### src/rtl/mc_hs_controller.sv
// Multi-cycle MIPS-subset control FSM with req/ready memory handshake,
// bounded memory wait, trap state and cycle/retired-instruction counters.
module mc_hs_controller #(
    parameter int unsigned TIMEOUT = 16,
    parameter int unsigned CNT_W   = 32,
    parameter int unsigned TRAP_EN = 1
) (
    input  logic             clk,
    input  logic             reset,
    input  logic [5:0]       opcode,
    input  logic [5:0]       funct,
    input  logic             mem_ready,
    output logic             mem_req,
    output logic             PCWrite,
    output logic             PCWriteCond,
    output logic             IorD,
    output logic             MemWrite,
    output logic             MemRead,
    output logic             IRWrite,
    output logic             MemtoReg,
    output logic [1:0]       RegDst,
    output logic             RegWrite,
    output logic             ExtOp,
    output logic             LuiOp,
    output logic [1:0]       ALUSrcA,
    output logic [1:0]       ALUSrcB,
    output logic [3:0]       ALUOp,
    output logic [1:0]       PCSource,
    output logic             PCorData,
    output logic             trap,
    output logic [1:0]       trap_cause,
    output logic [CNT_W-1:0] cycle_cnt,
    output logic [CNT_W-1:0] instret_cnt
);

    localparam int unsigned WAIT_W = 8;
    localparam logic [WAIT_W-1:0] WAIT_LAST = WAIT_W'(TIMEOUT - 1);

    localparam logic [5:0] OP_RTYPE = 6'h00;
    localparam logic [5:0] OP_J     = 6'h02;
    localparam logic [5:0] OP_JAL   = 6'h03;
    localparam logic [5:0] OP_BEQ   = 6'h04;
    localparam logic [5:0] OP_ADDI  = 6'h08;
    localparam logic [5:0] OP_ADDIU = 6'h09;
    localparam logic [5:0] OP_SLTI  = 6'h0A;
    localparam logic [5:0] OP_SLTIU = 6'h0B;
    localparam logic [5:0] OP_ANDI  = 6'h0C;
    localparam logic [5:0] OP_LUI   = 6'h0F;
    localparam logic [5:0] OP_LW    = 6'h23;
    localparam logic [5:0] OP_SW    = 6'h2B;

    localparam logic [5:0] FN_SLL  = 6'h00;
    localparam logic [5:0] FN_SRL  = 6'h02;
    localparam logic [5:0] FN_SRA  = 6'h03;
    localparam logic [5:0] FN_JR   = 6'h08;
    localparam logic [5:0] FN_JALR = 6'h09;

    localparam logic [1:0] CAUSE_ILLEGAL = 2'b01;
    localparam logic [1:0] CAUSE_TIMEOUT = 2'b10;

    typedef enum logic [3:0] {
        S_FETCH,
        S_DECODE,
        S_EX_R,
        S_EX_SH,
        S_EX_I,
        S_MEM_ADDR,
        S_MEM_RD,
        S_MEM_WR,
        S_WB_R,
        S_WB_MEM,
        S_BRANCH,
        S_JUMP,
        S_JR,
        S_TRAP
    } state_t;

    state_t            state;
    state_t            state_nx;
    logic              run;
    logic [WAIT_W-1:0] wait_cnt;
    logic [WAIT_W-1:0] wait_nx;
    logic [1:0]        cause_nx;
    logic              retire;
    logic              wait_hit;
    logic              timeout_trap;

    // run stays low through reset and the first edge after release, so every
    // control output (mem_req included) drops asynchronously with reset
    assign wait_hit     = (wait_cnt == WAIT_LAST);
    assign timeout_trap = wait_hit && (TRAP_EN != 0);

    // State, wait counter and trap cause registers
    always_ff @(posedge clk or negedge reset) begin
        if (!reset) begin
            state      <= S_FETCH;
            run        <= 1'b0;
            wait_cnt   <= '0;
            trap_cause <= 2'b00;
        end else begin
            state      <= state_nx;
            run        <= 1'b1;
            wait_cnt   <= wait_nx;
            trap_cause <= cause_nx;
        end
    end

    // Free-running cycle counter and retired-instruction counter
    always_ff @(posedge clk or negedge reset) begin
        if (!reset) begin
            cycle_cnt   <= '0;
            instret_cnt <= '0;
        end else begin
            cycle_cnt <= cycle_cnt + CNT_W'(1);
            if (retire) begin
                instret_cnt <= instret_cnt + CNT_W'(1);
            end
        end
    end

    // Next-state and Moore control decode; FETCH write enables follow mem_ready
    always_comb begin
        state_nx    = state;
        wait_nx     = '0;
        cause_nx    = trap_cause;
        retire      = 1'b0;
        mem_req     = 1'b0;
        PCWrite     = 1'b0;
        PCWriteCond = 1'b0;
        IorD        = 1'b0;
        MemWrite    = 1'b0;
        MemRead     = 1'b0;
        IRWrite     = 1'b0;
        MemtoReg    = 1'b0;
        RegDst      = 2'b00;
        RegWrite    = 1'b0;
        ExtOp       = 1'b0;
        LuiOp       = 1'b0;
        ALUSrcA     = 2'b00;
        ALUSrcB     = 2'b00;
        ALUOp       = 4'b0000;
        PCSource    = 2'b00;
        PCorData    = 1'b0;
        trap        = 1'b0;

        if (run) begin
            case (state)
                S_FETCH: begin
                    mem_req = 1'b1;
                    MemRead = 1'b1;
                    ALUSrcB = 2'b01;
                    if (mem_ready) begin
                        IRWrite  = 1'b1;
                        PCWrite  = 1'b1;
                        state_nx = S_DECODE;
                    end else if (timeout_trap) begin
                        state_nx = S_TRAP;
                        cause_nx = CAUSE_TIMEOUT;
                    end else begin
                        wait_nx = wait_hit ? wait_cnt : wait_cnt + WAIT_W'(1);
                    end
                end
                S_DECODE: begin
                    ALUSrcB = 2'b11;
                    ExtOp   = 1'b1;
                    case (opcode)
                        OP_RTYPE: begin
                            if (funct == FN_SLL || funct == FN_SRL || funct == FN_SRA) begin
                                state_nx = S_EX_SH;
                            end else if (funct == FN_JR || funct == FN_JALR) begin
                                state_nx = S_JR;
                            end else begin
                                state_nx = S_EX_R;
                            end
                        end
                        OP_LW, OP_SW:     state_nx = S_MEM_ADDR;
                        OP_BEQ:           state_nx = S_BRANCH;
                        OP_J, OP_JAL:     state_nx = S_JUMP;
                        OP_ADDI, OP_ADDIU, OP_SLTI, OP_SLTIU, OP_ANDI, OP_LUI:
                                          state_nx = S_EX_I;
                        default: begin
                            if (TRAP_EN != 0) begin
                                state_nx = S_TRAP;
                                cause_nx = CAUSE_ILLEGAL;
                            end else begin
                                state_nx = S_FETCH;
                            end
                        end
                    endcase
                end
                S_EX_R: begin
                    ALUSrcA  = 2'b01;
                    ALUOp    = 4'b0010;
                    state_nx = S_WB_R;
                end
                S_EX_SH: begin
                    ALUSrcA  = 2'b10;
                    ALUOp    = 4'b0010;
                    state_nx = S_WB_R;
                end
                S_EX_I: begin
                    ALUSrcA = 2'b01;
                    ALUSrcB = 2'b10;
                    ExtOp   = (opcode != OP_ANDI);
                    LuiOp   = (opcode == OP_LUI);
                    case (opcode)
                        OP_ANDI:  ALUOp = 4'b0011;
                        OP_SLTI:  ALUOp = 4'b0100;
                        OP_SLTIU: ALUOp = 4'b0101;
                        default:  ALUOp = 4'b0000;
                    endcase
                    state_nx = S_WB_R;
                end
                S_WB_R: begin
                    RegWrite = 1'b1;
                    RegDst   = (opcode == OP_RTYPE) ? 2'b01 : 2'b00;
                    retire   = 1'b1;
                    state_nx = S_FETCH;
                end
                S_MEM_ADDR: begin
                    ALUSrcA  = 2'b01;
                    ALUSrcB  = 2'b10;
                    ExtOp    = 1'b1;
                    state_nx = (opcode == OP_SW) ? S_MEM_WR : S_MEM_RD;
                end
                S_MEM_RD, S_MEM_WR: begin
                    mem_req  = 1'b1;
                    IorD     = 1'b1;
                    MemRead  = (state == S_MEM_RD);
                    MemWrite = (state == S_MEM_WR);
                    if (mem_ready) begin
                        if (state == S_MEM_RD) begin
                            state_nx = S_WB_MEM;
                        end else begin
                            retire   = 1'b1;
                            state_nx = S_FETCH;
                        end
                    end else if (timeout_trap) begin
                        state_nx = S_TRAP;
                        cause_nx = CAUSE_TIMEOUT;
                    end else begin
                        wait_nx = wait_hit ? wait_cnt : wait_cnt + WAIT_W'(1);
                    end
                end
                S_WB_MEM: begin
                    RegWrite = 1'b1;
                    MemtoReg = 1'b1;
                    retire   = 1'b1;
                    state_nx = S_FETCH;
                end
                S_BRANCH: begin
                    ALUSrcA     = 2'b01;
                    ALUOp       = 4'b0001;
                    PCWriteCond = 1'b1;
                    PCSource    = 2'b01;
                    retire      = 1'b1;
                    state_nx    = S_FETCH;
                end
                S_JUMP: begin
                    PCWrite  = 1'b1;
                    PCSource = 2'b11;
                    if (opcode == OP_JAL) begin
                        RegWrite = 1'b1;
                        RegDst   = 2'b10;
                        PCorData = 1'b1;
                    end
                    retire   = 1'b1;
                    state_nx = S_FETCH;
                end
                S_JR: begin
                    PCWrite = 1'b1;
                    ALUSrcA = 2'b01;
                    if (funct == FN_JALR) begin
                        RegWrite = 1'b1;
                        RegDst   = 2'b01;
                        PCorData = 1'b1;
                    end
                    retire   = 1'b1;
                    state_nx = S_FETCH;
                end
                S_TRAP: begin
                    trap     = 1'b1;
                    state_nx = S_TRAP;
                end
                default: begin
                    state_nx = S_FETCH;
                end
            endcase
        end
    end

endmodule

### config.mk
export PLATFORM = sky130hd
export DESIGN_NAME = mc_hs_controller
export DESIGN_NICKNAME = d
export VERILOG_FILES = /design/src/rtl/mc_hs_controller.sv
export SDC_FILE = /design/constraint.sdc
export NUM_CORES = 1
export LEC_CHECK = 0
export ABC_AREA = 1
export CORE_ASPECT_RATIO = 0.8
export CORE_UTILIZATION = 40
export DETAILED_ROUTE_END_ITERATION = 16
export PLACE_DENSITY = 0.65
export SLEW_MARGIN = 10
export SYNTH_ARGS = -nofsm -noshare
export SYNTH_HDL_FRONTEND = slang
export SYNTH_SLANG_ARGS = --single-unit
### constraint.sdc
create_clock -name clk -period 2 [get_ports clk]
set_input_delay 0.2 -clock clk [delete_from_list [all_inputs] [get_ports clk]]
set_output_delay 0.2 -clock clk [all_outputs]
set_load 0.01 [all_outputs]
Word level (Yosys, flattened, before mapping)

Cells that the tools add are included.

Flip-flop bits (word level): 79
Input bits: 15
Output and inout port bits: 91
Word-level logic and storage cells: 128

Add/sub/neg operators: 3
Equality and inequality tests: 33
Muxes and demuxes: 64
Reduce and logical (&&, ||, !) cells: 22

Operators with widths:

| operator                                                              | count |
|---|---|
| 32-bit by 1-bit adder with 32-bit output, second input constant       | 2 |
| 6-bit by 4-bit equality test with 1-bit output, second input constant | 8 |
| 8-bit 2-to-1 mux                                                      | 4 |
| 1-bit 2-to-1 mux                                                      | 30 |
| 4-bit equality test, second input constant                            | 6 |
| 6-bit by 2-bit equality test with 1-bit output, second input constant | 4 |
| 4-bit 2-to-1 mux                                                      | 6 |
| 4-bit case mux with 6 select lines                                    | 1 |
| 4-bit case mux with 5 select lines                                    | 1 |
| 3-bit case mux with 3 select lines                                    | 2 |
| 4-bit by 3-bit equality test with 1-bit output, second input constant | 4 |
| 2-bit 2-to-1 mux                                                      | 8 |
| 2-bit OR reduction                                                    | 8 |
| 6-bit equality test, second input constant                            | 2 |
| 6-bit logical NOT                                                     | 2 |
| 2-bit case mux with 2 select lines                                    | 3 |
| 2-bit case mux with 3 select lines                                    | 2 |
| 12-bit OR reduction                                                   | 1 |
| 1-bit case mux with 2 select lines                                    | 5 |
| 5-bit OR reduction                                                    | 2 |
| 8-bit by 1-bit adder with 8-bit output, second input constant         | 1 |
| 4-bit by 2-bit equality test with 1-bit output, second input constant | 2 |
| 8-bit by 4-bit equality test with 1-bit output, second input constant | 1 |
| 6-bit by 3-bit equality test with 1-bit output, second input constant | 1 |
| other kinds (12)                                                      | 16 |

Logic depth before layout (Yosys ltp)

Depth after elaboration: 6
Depth in mapped cells: 12

Worst setup path before layout

OpenSTA, ideal clock, no wires.

Path kind: register to output
From: register state[3]
To: output ALUOp[0]
Data arrival time: 1.383 ns
Path slack: 0.417 ns
Stages on the path, launching flop included: 8
Path buffers: 1
Path through: dfrtp_1 > buf_6 > inv_1 > nor2_1 > inv_1 > nor4_1 > a31oi_1 > o21ai_0

Word-level cells in the longest chain between the ends: 4
Elaborated cells between the ends (all ways): 7

RTL lines:

| element                                        | RTL line | RTL |
|---|---|---|
| from (decl)                                    | 78       | `state_t state;` |
| from (signal assigned)                         | 101      | `state <= state_nx;` |
| 4-bit by 2-bit equality test with 1-bit output | 147      | `case (state)` |
| 2-bit OR reduction (no line)                   | -        |  |
| 3-bit case mux with 3 select lines *           | 147      |  |
| 3-bit 2-to-1 mux *                             | 146      | `if (run) begin` |
| to (decl)                                      | 27       | `output logic [3:0] ALUOp,` |

Every way passes the cells marked *; elsewhere a longest branch is shown, timed or not.

Worst setup path after layout

From: register state[1]
To: output RegDst[0]

Word-level cells in the longest chain between the ends: 3
Elaborated cells between the ends (all ways): 5

RTL lines:

| element                              | RTL line | RTL |
|---|---|---|
| 4-bit equality test                  | 147      |  |
| 2-bit case mux with 3 select lines * | 147      |  |
| 2-bit 2-to-1 mux *                   | 146      |  |
| to (decl)                            | 21       | `output logic [1:0] RegDst,` |

Marked as above.

==> qor.yml <==
status: "completed"
total_power_mw: 5.235
fp.dieW_um: 126.7
ys_types: 35
synth_compound_area_share_pct: 3.345
avgViaCountPerCell: 4.931
async_reset_ff_share_pct: 100.0
ios: 106
period_share_pct: 99.04
synth_area_per_cell_um2: 6.871
cts-root-buf: "clkbuf_16"
synth_mux_area_share_pct: 0
critPathKind: "reg2out"
cts_max_level: 3
ir_worst_vdd_mv: 0.4934
syn_to_final_growth_pct: 36.19
drive_above_1_share_pct: 11.49
dp_hpwl_mm: 10.75
synth_nets: 742
drt_first_pass_iters: 5
synth_ff_type: "dfrtp_1"
drt_iter0_markers: 418
n_fill_cell: 1167
fin_nets: 892
reg2reg_slack_ps: 200
r2r_cells: 9
arrival_ps: 1780
core-area_um2: 12160
syn_inst: 724
n_antenna_cell: 0
cts-buffers-inserted: 9
slew-limit-headroom_pct: 66.32
grt_usage_pct: 23.11
post-route-util_pct: 55.71
crit_fanout: 3
yosysWarnings: 0
cts_buffer_depth: 2
row_count: 36
synth_top_cells_by_count: "nand2_1, nor2_1, inv_1"
ant_nets: 0
min_path_type: "in2async"
drc: 0
synth-seq-area-share_pct: 39.74
met3_usage_pct: 5.705
clock_skew_ps: 7.089
synth_fa_ha_area_share_pct: 0.7545
multi_input_area_um2: 2645
grt_use_met2_pct: 35.32
synth.top_cell.area_share_pct: 39.74
finish.instance_area_um2: 6775
tritoncts: "built"
setup_viol_count_final: 0
cts.sink_count: 79
grt_pass1_wl_mm: 23.60
ys_ff_latch: 79
clock.fmax_mhz: 504.8
drt_wl_total_mm: 13.98
vias: 5084
antenna_found_initial: 0
cp.required_ps: 1800
seq_area_um2: 1977
leakage_nw: 3.191
synth-simple-area-share_pct: 38.98
numPortBuffers: 104
fin_crit_ps: 1981
grt_pass1_vias: 4953
yosys.cell_count.top_type: "nand2_1"
worstMarginPinSlew_ps: 505.3
wire_per_inst_um: 13.56
globalRoute.busiestLayer: "met2"
rsz0062_at_grt: "true"
crit_path_end_kind: "primary output"
design.die.area_um2: 12890
slew_viol_final: 0
placed_area_um2: 6456
synth_area_leaders: "dfrtp_1, nand2_1, nor2_1"
use_met1_pct: 33.15
synth_top_family_by_area: "simple AND/OR/NAND/NOR gates"
synth_xor_area_share_pct: 8.803
critPathLaunchType: "flop"
grt_remaining_overflow: 0
rr_endpoint: "instret_cnt[16]"
synth_top_area_cell: "dfrtp_1"
die_h_um: 101.7
syn_area_um2: 4975
cap_viol_max_count: 0
p_per_area_nw_per_um2: 772.6
clock_latency_ps: 350
start_util_pct: 40.91
gp_congestion: 0.9045
rr_startpoint: "state[3]"
final-hold-violation-count: 0
grt_max_degree: 40
path_clk_slew_ps: 60
holdWs_ps: 371.7
synth_edf_count: 0
## how the worst max path moves through the flow
| stage | from | endpoint | slack [ps] |
|---|---|---|---|
| 6_report | state[1] | RegDst[0] | 20 |
| 5_1_grt | state[1] | RegDst[0] | -90 |
| 4_1_cts | state[1] | RegDst[0] | -30 |
| 3_5_place_dp | opcode[5] | RegWrite | -100 |
| 3_3_place_gp | opcode[5] | RegDst[0] | -80 |
| 2_1_floorplan | state[3] | ALUOp[0] | 420 |
## logic make-up after synthesis
family                   count (synthesis)
AO/OA/AOI/OAI                           29
XOR/XNOR                                50
adder cells (fa/ha/maj)                  3
buffers and inverters                   99
flip-flops                              79
other                                    2
AND/OR/NAND/NOR                        462
## registers in the layout (all words and copies together), names as in the netlist
register     flops
cycle_cnt       32
instret_cnt     32
state            4
run              1
wait_cnt         8
trap_cause       2
## cell usage in the layout, fill, tap and decap left out, drive strengths merged, types with 3 or more instances in the layout
cell	count
nand2	253
nor2	108
inv	91
dfrtp	79
clkdlybuf4s50	79
buf	51
nand3	45
xor2	39
nor3	32
o21ai	15
clkbuf	15
nand4	14
dlygate4sd2	12
xnor2	11
a21oi	8
nand3b	4
a31oi	3
ha	3
nor4	3
## critical path, stage by stage, from the launching register on
cell and delay, ps:
dfrtp_1 390, buf_6 130, nor2_4 120, inv_2 50, nor3_2 130, inv_2 80, nor3_4 220, inv_1 70
a21oi_1 110, buf_2 140
## final cells by class
cell class	count	area share [%]
Timing Repair Buffer	151	19.91
Clock buffer	9	3.324
Sequential cell	79	29.18
Clock inverter	7	0.9234
Multi-Input combinational cell	546	39.04
Inverter	87	4.820
Tap cell	152	2.807
## through the flow
stage          setup slack (ps)  cells  TNS [ps]
2_1_floorplan             417.4    724         0
3_3_place_gp             -84.64   1011    -273.4
3_5_place_dp             -95.32   1011    -298.3
4_1_cts                  -29.56   1030    -29.56
5_1_grt                  -91.62   1031    -188.6
6_report                  19.13   1031         0
## power by group
| group | internal (mW) | switching (mW) |
|---|---|---|
| combinational | 0.773 | 1.02 |
| sequential | 1.71 | 0.130 |
| clock | 0.867 | 0.728 |
| total | 3.35 | 1.88 |
## layer usage
layer,vias to the layer above,routed length (um)
li1,2557,-
met1,2351,6997
met2,165,6087
met3,11,802
met4,0,92
met5,-,0
## repair_timing
| action | CTS | global route |
|---|---|---|
| pin swaps | 0 | 3 |
| hold buffers | 1 | 0 |
| hold endpoints to repair | 36 | 0 |
| resized for setup | 42 | 24 |
| setup buffers | 2 | 1 |
| setup endpoints to repair | 24 | 13 |
No activity file was read; power rests on OpenSTA's default activity.
